`config.mk`:
```
export PLATFORM = sky130hd
export DESIGN_NAME = rect_fill_engine
export DESIGN_NICKNAME = d
export VERILOG_FILES = /design/src/rtl/fb_pkg.sv /design/src/rtl/rect_clip.sv /design/src/rtl/rect_fill_engine.sv
export SDC_FILE = /design/constraint.sdc
export NUM_CORES = 1
export LEC_CHECK = 0
export CAP_MARGIN = 20
export CORE_ASPECT_RATIO = 1.75
export CORE_UTILIZATION = 25
export DETAILED_ROUTE_END_ITERATION = 8
export SLEW_MARGIN = 20
export SYNTH_ARGS = -nofsm -noshare
export SYNTH_HDL_FRONTEND = slang
export SYNTH_SLANG_ARGS = --single-unit
```
`constraint.sdc`:
```
create_clock -name CLK -period 5.75 [get_ports CLK]
set_input_delay 0.8625 -clock CLK [delete_from_list [all_inputs] [get_ports CLK]]
set_output_delay 0.8625 -clock CLK [all_outputs]
set_load 0.01 [all_outputs]
```
`src/rtl/fb_pkg.sv`:
```
// Shared framebuffer constants, fill state encoding and a constant row-offset helper.
// Used by both the fill engine (write side) and the framebuffer read side.
// Pure declarations; no logic of its own.
package fb_pkg;

    localparam int FB_WIDTH  = 640;
    localparam int FB_HEIGHT = 480;
    localparam int ADDR_W    = 19;
    localparam int COLOR_W   = 24;
    localparam int COORD_W   = 10;

    typedef enum logic [1:0] {
        IDLE   = 2'd0,
        SETUP  = 2'd1,
        FILL   = 2'd2,
        FINISH = 2'd3
    } fill_state_e;

    // y * width built as a shift-add over the set bits of the constant width,
    // so only a fixed adder tree is produced, never a general multiplier.
    function automatic logic [ADDR_W-1:0] row_offset(input logic [COORD_W-1:0] y,
                                                     input int unsigned       width);
        logic [ADDR_W-1:0] acc;
        acc = '0;
        for (int i = 0; i < ADDR_W; i++) begin
            if (width[i]) begin
                acc = acc + (ADDR_W'(y) << i);
            end
        end
        return acc;
    endfunction

endpackage

```
`src/rtl/rect_clip.sv`:
```
// Clips a requested rectangle to the framebuffer and flags an empty area.
// Latency: purely combinational.
// Backpressure: none; outputs follow the inputs.
module rect_clip
    import fb_pkg::*;
#(
    parameter int FB_WIDTH  = fb_pkg::FB_WIDTH,
    parameter int FB_HEIGHT = fb_pkg::FB_HEIGHT
) (
    input  logic [COORD_W-1:0] X0,
    input  logic [COORD_W-1:0] Y0,
    input  logic [COORD_W-1:0] W,
    input  logic [COORD_W-1:0] H,
    input  logic               CLEAR,
    output logic [COORD_W-1:0] x_start,
    output logic [COORD_W-1:0] y_start,
    output logic [COORD_W:0]   x_end,
    output logic [COORD_W:0]   y_end,
    output logic               empty
);

    // One extra bit so X0+W and Y0+H can never wrap.
    localparam int SUM_W = COORD_W + 1;
    localparam logic [SUM_W-1:0] FB_W_S = SUM_W'(FB_WIDTH);
    localparam logic [SUM_W-1:0] FB_H_S = SUM_W'(FB_HEIGHT);

    logic [SUM_W-1:0] sum_x;
    logic [SUM_W-1:0] sum_y;

    // Clip the far edges to the frame; CLEAR overrides the request with the full frame.
    always_comb begin
        sum_x   = SUM_W'(X0) + SUM_W'(W);
        sum_y   = SUM_W'(Y0) + SUM_W'(H);
        x_start = X0;
        y_start = Y0;
        x_end   = (sum_x > FB_W_S) ? FB_W_S : sum_x;
        y_end   = (sum_y > FB_H_S) ? FB_H_S : sum_y;
        empty   = (SUM_W'(X0) >= FB_W_S) || (SUM_W'(Y0) >= FB_H_S) ||
                  (W == '0) || (H == '0);
        if (CLEAR) begin
            x_start = '0;
            y_start = '0;
            x_end   = FB_W_S;
            y_end   = FB_H_S;
            empty   = 1'b0;
        end
    end

endmodule

```
`src/rtl/rect_fill_engine.sv`:
```
// Fills a clipped rectangle (or the whole frame) with one colour, one pixel write per cycle.
// Latency: first write two cycles after START is accepted; DONE one cycle after the last write.
// Backpressure: none; START is ignored while a fill is in progress, the RAM accepts every write.
module rect_fill_engine
    import fb_pkg::*;
#(
    parameter int FB_WIDTH  = fb_pkg::FB_WIDTH,
    parameter int FB_HEIGHT = fb_pkg::FB_HEIGHT
) (
    input  logic               CLK,
    input  logic               RESET,
    input  logic               START,
    input  logic               CLEAR,
    input  logic [COORD_W-1:0] X0,
    input  logic [COORD_W-1:0] Y0,
    input  logic [COORD_W-1:0] W,
    input  logic [COORD_W-1:0] H,
    input  logic [COLOR_W-1:0] COLOR,
    output logic               BUSY,
    output logic               DONE,
    output logic               WRITE_EN,
    output logic [ADDR_W-1:0]  WRITE_ADDR,
    output logic [COLOR_W-1:0] WRITE_DATA
);

    localparam logic [ADDR_W-1:0] ROW_STEP = ADDR_W'(FB_WIDTH);

    fill_state_e state_q, state_d;

    // Request captured at acceptance so later input changes cannot disturb the fill.
    logic [COORD_W-1:0] x0_q, x0_d;
    logic [COORD_W-1:0] y0_q, y0_d;
    logic [COORD_W-1:0] w_q, w_d;
    logic [COORD_W-1:0] h_q, h_d;
    logic [COLOR_W-1:0] color_q, color_d;
    logic               clear_q, clear_d;

    // Raster position, base address of the current row, and the write port registers.
    logic [COORD_W-1:0] x_q, x_d;
    logic [COORD_W-1:0] y_q, y_d;
    logic [ADDR_W-1:0]  row_q, row_d;
    logic [ADDR_W-1:0]  addr_q, addr_d;
    logic [COLOR_W-1:0] data_q, data_d;

    logic [COORD_W-1:0] x_start;
    logic [COORD_W-1:0] y_start;
    logic [COORD_W:0]   x_end;
    logic [COORD_W:0]   y_end;
    logic               empty;
    logic               last_col;
    logic               last_row;
    logic [ADDR_W-1:0]  first_row;

    rect_clip #(
        .FB_WIDTH  (FB_WIDTH),
        .FB_HEIGHT (FB_HEIGHT)
    ) u_clip (
        .X0      (x0_q),
        .Y0      (y0_q),
        .W       (w_q),
        .H       (h_q),
        .CLEAR   (clear_q),
        .x_start (x_start),
        .y_start (y_start),
        .x_end   (x_end),
        .y_end   (y_end),
        .empty   (empty)
    );

    assign last_col   = ({1'b0, x_q} == (x_end - (COORD_W+1)'(1)));
    assign last_row   = ({1'b0, y_q} == (y_end - (COORD_W+1)'(1)));
    assign first_row  = row_offset(y_start, FB_WIDTH);
    assign WRITE_ADDR = addr_q;
    assign WRITE_DATA = data_q;

    // Next-state, datapath update and status outputs; everything holds unless a state acts.
    always_comb begin
        state_d  = state_q;
        x0_d     = x0_q;
        y0_d     = y0_q;
        w_d      = w_q;
        h_d      = h_q;
        color_d  = color_q;
        clear_d  = clear_q;
        x_d      = x_q;
        y_d      = y_q;
        row_d    = row_q;
        addr_d   = addr_q;
        data_d   = data_q;
        BUSY     = 1'b0;
        DONE     = 1'b0;
        WRITE_EN = 1'b0;
        case (state_q)
            IDLE: begin
                if (START) begin
                    x0_d    = X0;
                    y0_d    = Y0;
                    w_d     = W;
                    h_d     = H;
                    color_d = COLOR;
                    clear_d = CLEAR;
                    state_d = SETUP;
                end
            end
            SETUP: begin
                BUSY = 1'b1;
                if (empty) begin
                    state_d = FINISH;
                end else begin
                    x_d     = x_start;
                    y_d     = y_start;
                    row_d   = first_row;
                    addr_d  = first_row + ADDR_W'(x_start);
                    data_d  = color_q;
                    state_d = FILL;
                end
            end
            FILL: begin
                BUSY     = 1'b1;
                WRITE_EN = 1'b1;
                // On the final pixel the address stays put so the held value is the last write.
                if (last_col) begin
                    if (last_row) begin
                        state_d = FINISH;
                    end else begin
                        x_d    = x_start;
                        y_d    = y_q + COORD_W'(1);
                        row_d  = row_q + ROW_STEP;
                        addr_d = row_q + ROW_STEP + ADDR_W'(x_start);
                    end
                end else begin
                    x_d    = x_q + COORD_W'(1);
                    addr_d = addr_q + ADDR_W'(1);
                end
            end
            FINISH: begin
                DONE    = 1'b1;
                state_d = IDLE;
            end
            default: begin
                state_d = IDLE;
            end
        endcase
    end

    // State and datapath registers; reset wins over any request in the same cycle.
    always_ff @(posedge CLK) begin
        if (RESET) begin
            state_q <= IDLE;
            x0_q    <= '0;
            y0_q    <= '0;
            w_q     <= '0;
            h_q     <= '0;
            color_q <= '0;
            clear_q <= 1'b0;
            x_q     <= '0;
            y_q     <= '0;
            row_q   <= '0;
            addr_q  <= '0;
            data_q  <= '0;
        end else begin
            state_q <= state_d;
            x0_q    <= x0_d;
            y0_q    <= y0_d;
            w_q     <= w_d;
            h_q     <= h_d;
            color_q <= color_d;
            clear_q <= clear_d;
            x_q     <= x_d;
            y_q     <= y_d;
            row_q   <= row_d;
            addr_q  <= addr_d;
            data_q  <= data_d;
        end
    end

endmodule

```
Yosys cells after proc, flatten, opt, wreduce, memory -nomap -nowiden
Index checks and enable logic that the tools add are counted.
Word-level totals
  register bits after elaboration: 149
  bits in latches: 0
  memory bits (writable): 0
  ROM bits: 0
  input bits: 68
  word-level logic and storage cells: 83
  memories: 0
Cells by class
  $add $sub $neg: 11
  multipliers: 0
  div/mod/pow operators: 0
  $lt $le $gt $ge: 4
  eq/ne operators: 11
  shift operators: 0
  mux-type cells: 31
  bitwise operators: 1
  reductions and logical operators: 13
Operator list (number)
  $mux W19: 6
  $mux W10: 8
  $pmux W19 S2: 2
  $mux W11: 4
  $pmux W10 S2: 2
  $add A19 B10 Y19: 2
  $add A10 B10 Y11: 2
  $eq A10 B11 Y1: 2
  $sub A11 B1 Y11 const B: 2
  $add A10 B1 Y10 const B: 2
  $logic_not A10 Y1: 2
  $add A17 B19 Y19: 1
  $add A19 B1 Y19 const B: 1
  $add A19 B10 Y19 const B: 1
  $gt A11 B10 Y1 const B: 1
  $gt A11 B9 Y1 const B: 1
  $ge A10 B10 Y1 const B: 1
  $ge A10 B9 Y1 const B: 1
  $ne A2 B2 Y1 const B: 5
  $pmux W2 S4: 1
  $mux W2: 3
  $reduce_and A3 Y1: 2
  $mux W1: 5
  $eq A2 B2 Y1 const B: 2
  9 further kinds: 12

Logic depth before layout (Yosys ltp)
  depth in word-level cells: 9
  gate-level depth with buffers: 24
  mapped depth without buffers: 22

Modules after synthesis
From an unflattened synthesis, not the netlist that was laid out.
Second synthesis, totals
  cell total of the unflattened synthesis: 1278
  area total of the unflattened synthesis: 9628.0 um^2
By module, submodules not included
  rect_fill_engine: times used 1, cells each 1083, area an instance 8209.1 um^2
  rect_clip: times used 1, cells each 195, area an instance 1418.9 um^2

Least setup slack after synthesis
No wires, ideal clock.
  kind: register to register
  from: register h_q[0]
  to: register addr_q[17], in the netlist WRITE_ADDR[17]
  library setup time: 0.119 ns
  arrival time: 5.079 ns
  data required time: 5.631 ns
  path slack: 0.552 ns
  stages on the path, launching flop included: 22
  period minus slack after synthesis: 5.198 ns
  path through: dfxtp_1 > ha_1 > fa_1 > a211oi_1 > or3_1 > a31oi_1 > a2bb2oi_1 > nand3_1 > o21a_1 > nand2_1 > ha_1 > clkbuf_1 > o21ai_0 > a2111oi_0 > o21ai_0 > a32o_1 > a2bb2oi_1 > and4bb_2 > o21ai_1 > o31ai_4 > nor2_1 > o221a_1
On the way
  longest elaborated chain between the ends: 8
  elaborated cells between the ends (all ways): 12
  those cells by class: add/sub (2); order compare (1); eq/ne (3); mux (3); reduce/logical (3)
RTL lines
  from (decl): line rect_fill_engine.sv:34  | logic [COORD_W-1:0] h_q, h_d;
  from (signal assigned): line rect_fill_engine.sv:153  | h_q <= '0;
  from (signal assigned): line rect_fill_engine.sv:166  | h_q <= h_d;
  $add A10 B10 Y11: line rect_clip.sv:33  | sum_y = SUM_W'(Y0) + SUM_W'(H);
  $gt A11 B9 Y1: line rect_clip.sv:37  | y_end = (sum_y > FB_H_S) ? FB_H_S : sum_y;
  $mux W11: line rect_clip.sv:37
  $mux W11: line rect_clip.sv:40  | if (CLEAR) begin
  $sub A11 B1 Y11: line rect_fill_engine.sv:71  | assign last_row = ({1'b0, y_q} == (y_end - (COORD_W+1)'(1)));
  $eq A10 B11 Y1: line rect_fill_engine.sv:71
  $ne A3 B3 Y1 (no source line)
  $reduce_and A3 Y1 (no source line) *
  to (signal assigned): line rect_fill_engine.sv:172  | addr_q <= addr_d;
  to (decl): line rect_fill_engine.sv:42  | logic [ADDR_W-1:0] addr_q, addr_d;
Mark *: on every way between the ends. The rest lies on a longest branch, timed or not.
A chain may end at the register's enable or synchronous reset.

Worst setup path after layout
  from: register x0_q[0]
  to: register addr_q[15], in the netlist WRITE_ADDR[15]
On the way
  longest elaborated chain between the ends: 8
  elaborated cells between the ends (all ways): 21
  those cells by class: add/sub (4); order compare (2); eq/ne (3); mux (8); reduce/logical (4)
RTL lines
  from (decl): line rect_fill_engine.sv:31  | logic [COORD_W-1:0] x0_q, x0_d;
  from (signal assigned): line rect_fill_engine.sv:150  | x0_q <= '0;
  from (signal assigned): line rect_fill_engine.sv:163  | x0_q <= x0_d;
  $add A10 B10 Y11: line rect_clip.sv:32  | sum_x = SUM_W'(X0) + SUM_W'(W);
  $gt A11 B10 Y1: line rect_clip.sv:36  | x_end = (sum_x > FB_W_S) ? FB_W_S : sum_x;
  $mux W11: line rect_clip.sv:36
  $mux W11: line rect_clip.sv:40
  $sub A11 B1 Y11: line rect_fill_engine.sv:70  | assign last_col = ({1'b0, x_q} == (x_end - (COORD_W+1)'(1)));
  $eq A10 B11 Y1: line rect_fill_engine.sv:70
  $ne A3 B3 Y1 (no source line) / $mux W19 (equally long branches)
  $reduce_and A3 Y1 (no source line) / $pmux W19 S2 (equally long branches)
Several ways; a longest one is shown, not always the timed one. The select of a mux whose other input is x is not followed.

==> results.yml <==
sta:
  rsz0062_at_grt: "false"
  min_period_over_period_pct: 92.08
  max_freq_ghz: 0.1889
  setup_viol: 0
  setup_tns_ps: 0
  min_period_ps: 5294
  skew_ps: 12.70
  hold_viol_final: 0
  slew_headroom_pct: 29.94
  finalMaxSlewViolations: 0
  worst_pin_slew_ps: 1051
detailed_routing:
  post-route-drc-count: 0
  finalWirelength_um: 33290
  drt-wirelength-per-cell_um: 17.31
  drt_iter0_drc: 527
  vias: 10052
  dr.pass1.iters: 5
  ant_nets: 0
  viasPerCell: 5.227
clock_network:
  root_buffer: "clkbuf_16"
  clkSlewWorstSetupHoldPaths_ps: 70
  ctsLongestPathBuffers: 2
  cts_max_level: 4
  clock-sinks: 142
  clock_latency_ps: 450
  cts_made_buffers: 17
  postCtsHoldBufs: 0
  cts_tree: "built"
hold_path:
  min_path_type: "flip-flop to flip-flop"
placed_design:
  finalWeightedCongestion: 0.8738
  dp.cells: 1891
  port_buffers: 113
  dp.final_hpwl_um: 25720
  place_area_mm2: 0.01160
logic_synthesis:
  syn_nets: 1441
  ys_top_cells_by_area: "dfxtp_1 29%, nand2_1 9.9%, a21oi_1 8.5%, ha_1 5.9%, xnor2_1 3.5%"
  yosys.area.top_type: "dfxtp_1"
  synth_edf_count: 0
  synthCells: 1323
  netlist.area_leader.share_pct: 29.07
  synth_ff_type: "dfxtp_1"
  seq_area_frac_synth_pct: 29.07
  netlist_area_mm2: 0.009779
  synth.distinct_cells: 82
  synth_warnings: 0
  syn_area_per_cell_um2: 7.392
  postSynth.asyncResetShare_pct: 0
  synth-seq-cells: 142
power:
  ir_drop_v: 0.0002519
  leakage_uw: 0.004540
  p_per_area_mw_per_mm2: 440.9
worst_setup_path:
  critical_path.endpoint: "WRITE_ADDR[15]$_SDFFE_PP0P_"
  cp-end-kind: "flip-flop"
  critPathMaxFanout: 19
  critPathRequiredTime_ps: 6140
  r2r_end: "WRITE_ADDR[15]$_SDFFE_PP0P_"
  reg2reg_from: "x0_q[0]$_SDFFE_PP0P_"
  reg2reg_depth: 21
  critPathKind: "flip-flop to flip-flop"
  reg2reg_setup_slack_ps: 460
  critPathLaunchType: "flip-flop"
  critPathArrivalTime_ps: 5690
  startpoint: "x0_q[0]$_SDFFE_PP0P_"
die:
  die_h_um: 263.6
  rows: 95
  core_mm2: 0.03851
  start_util_pct: 25.39
  die_w_um: 151.5
  die-area_mm2: 0.03994
  io_pins: 114
global_route:
  grt_pass1_vias: 10005
  antenna_found_initial: 0
  gr-usage-all-layers_pct: 17.13
  grt.overflow.total: 0
  grt_max_degree: 99
  grt_pass1_wl_um: 53220
cells_and_area:
  layout-drive-gt1-share_pct: 7.928
  instances_no_fill: 1923
  seq_area_mm2: 0.002843
  multi_input_area_mm2: 0.006533
  fill_cells: 4239
  num_antenna_cells: 0
  final_cell_area_mm2: 0.01218
  nets: 1543
  area_growth_pct: 24.58
job:
  drv_cap: 0
run_status:
  status: "completed"
==> worst min path at each step <==
stage	startpoint	endpoint	cells past startpoint
3_3_place_gp	color_q[7]$_SDFFE_PP0P_	WRITE_DATA[7]$_SDFFE_PP0P_	2
6_report	color_q[5]$_SDFFE_PP0P_	WRITE_DATA[5]$_SDFFE_PP0P_	2
5_1_grt	color_q[16]$_SDFFE_PP0P_	color_q[16]$_SDFFE_PP0P_	2
3_5_place_dp	color_q[11]$_SDFFE_PP0P_	WRITE_DATA[11]$_SDFFE_PP0P_	2
2_1_floorplan	color_q[0]$_SDFFE_PP0P_	WRITE_DATA[0]$_SDFFE_PP0P_	2
4_1_cts	color_q[5]$_SDFFE_PP0P_	WRITE_DATA[5]$_SDFFE_PP0P_	2
==> sequential cells by signal (all words and copies together), names as in the netlist, 12 cells and up <==
name / cells
WRITE_DATA: 24
WRITE_ADDR: 19
color_q: 24
row_q: 12
==> metrics by stage <==
step                      setup slack [ps]  hold WS (ps)  total power [uW]  util (%)
after detailed placement             282.9         445.3              4282     30.11
after global routing                 69.74         470.5              5765     31.63
after floorplan                      551.9         432.1              3301         -
after global placement               316.7         438.4              4254     30.11
final                                455.5         453.0              5371     31.63
after CTS                            259.9         453.3              5393     31.59
==> synth_stat cells, drive strengths merged (8+ instances only) <==
master	instances
buf	12
nor2b	23
a211o	8
nand2b	9
o22ai	10
nand3	44
a21o	19
nor3	37
mux2i	15
nand4	13
xor2	30
inv	30
a211oi	23
or2	12
o31ai	9
nor4	12
or3	15
o211ai	22
a21oi	167
o21ai	54
nand2	258
ha	46
a31oi	15
and3	10
xnor2	39
dfxtp	142
clkbuf	66
nor2	71
==> repair_timing <==
action | CTS | global route
endpoints found under the setup margin | 0 | 34
setup buffers | 0 | 0
resized for setup | 0 | 4
==> where the power goes <==
group | switching, uW | internal (uW)
Clock | 482 | 613
Sequential | 221 | 1170
Combinational | 1730 | 1150
==> worst max-delay path: stages, from the launching register on <==
cell and delay [ps]:
dfxtp_1 340, ha_1 220, fa_1 460, a21o_1 230, a221oi_1 270, o22ai_1 240
a41o_1 300, a21oi_1 180, nor2_1 100, nand2_1 80, ha_1 160, inv_1 50
or2_2 340, or3_1 430, xor2_1 150, nand4_1 100, and3_1 220, or3_4 420
buf_4 240, mux2i_1 140, a2111oi_0 410, a31o_1 150
==> placed cells by master, fill, tap and decap left out, types with 7 or more instances in the layout <==
master	netlist	layout
a31oi_1	15	15
nor3_1	36	35
nor2_1	71	70
clkdlybuf4s50_1	0	112
dfxtp_1	142	142
clkbuf_16	0	17
nor4_1	12	12
o22ai_1	10	10
xnor2_1	39	39
nand4_1	13	13
or2_2	12	12
nand2_1	258	257
mux2i_1	15	15
o21ai_0	51	50
and3_1	10	10
ha_1	46	45
or3_1	14	14
xor2_1	30	30
a21o_1	19	19
a211oi_1	23	23
o31ai_1	7	7
a21oi_1	166	166
a211o_1	8	8
nand2b_1	9	8
o32ai_1	7	7
nand3_1	44	44
inv_1	29	29
o211ai_1	22	22
buf_4	0	47
nor2b_1	23	22
==> metal layers <==
layer,vias to the layer above,GRT usage [%],share of wire [%]
met1,4757,18.45,39
met2,233,31.06,52
met3,76,3.050,4.1
met5,-,0,0
li1,4986,-,-
met4,0,8.911,4.2
==> logic make-up (layout without fill, tap and decap cells) <==
family | count (synthesis) | after routing | synth area share (%)
AND/OR/NAND/NOR | 527 | 527 | 24.86
AO/OA/AOI/OAI | 410 | 410 | 27.23
flip-flops | 142 | 142 | 29.07
buffers and inverters | 109 | 224 | 4.388
XOR/XNOR | 69 | 69 | 6.180
adder cells (fa/ha/maj) | 50 | 50 | 6.704
multiplexers | 15 | 15 | 1.535
other | 1 | 1 | 0.03835
==> cell type report <==
cell class / count / area share, %
Clock buffer: 18 / 3.605
Timing Repair Buffer: 161 / 12.43
Inverter: 31 / 0.9551
Tap cell: 485 / 4.981
Multi-Input combinational cell: 1072 / 53.62
Clock inverter: 14 / 1.078
Sequential cell: 142 / 23.33
Note: power is estimated with default switching activity, not from simulation.
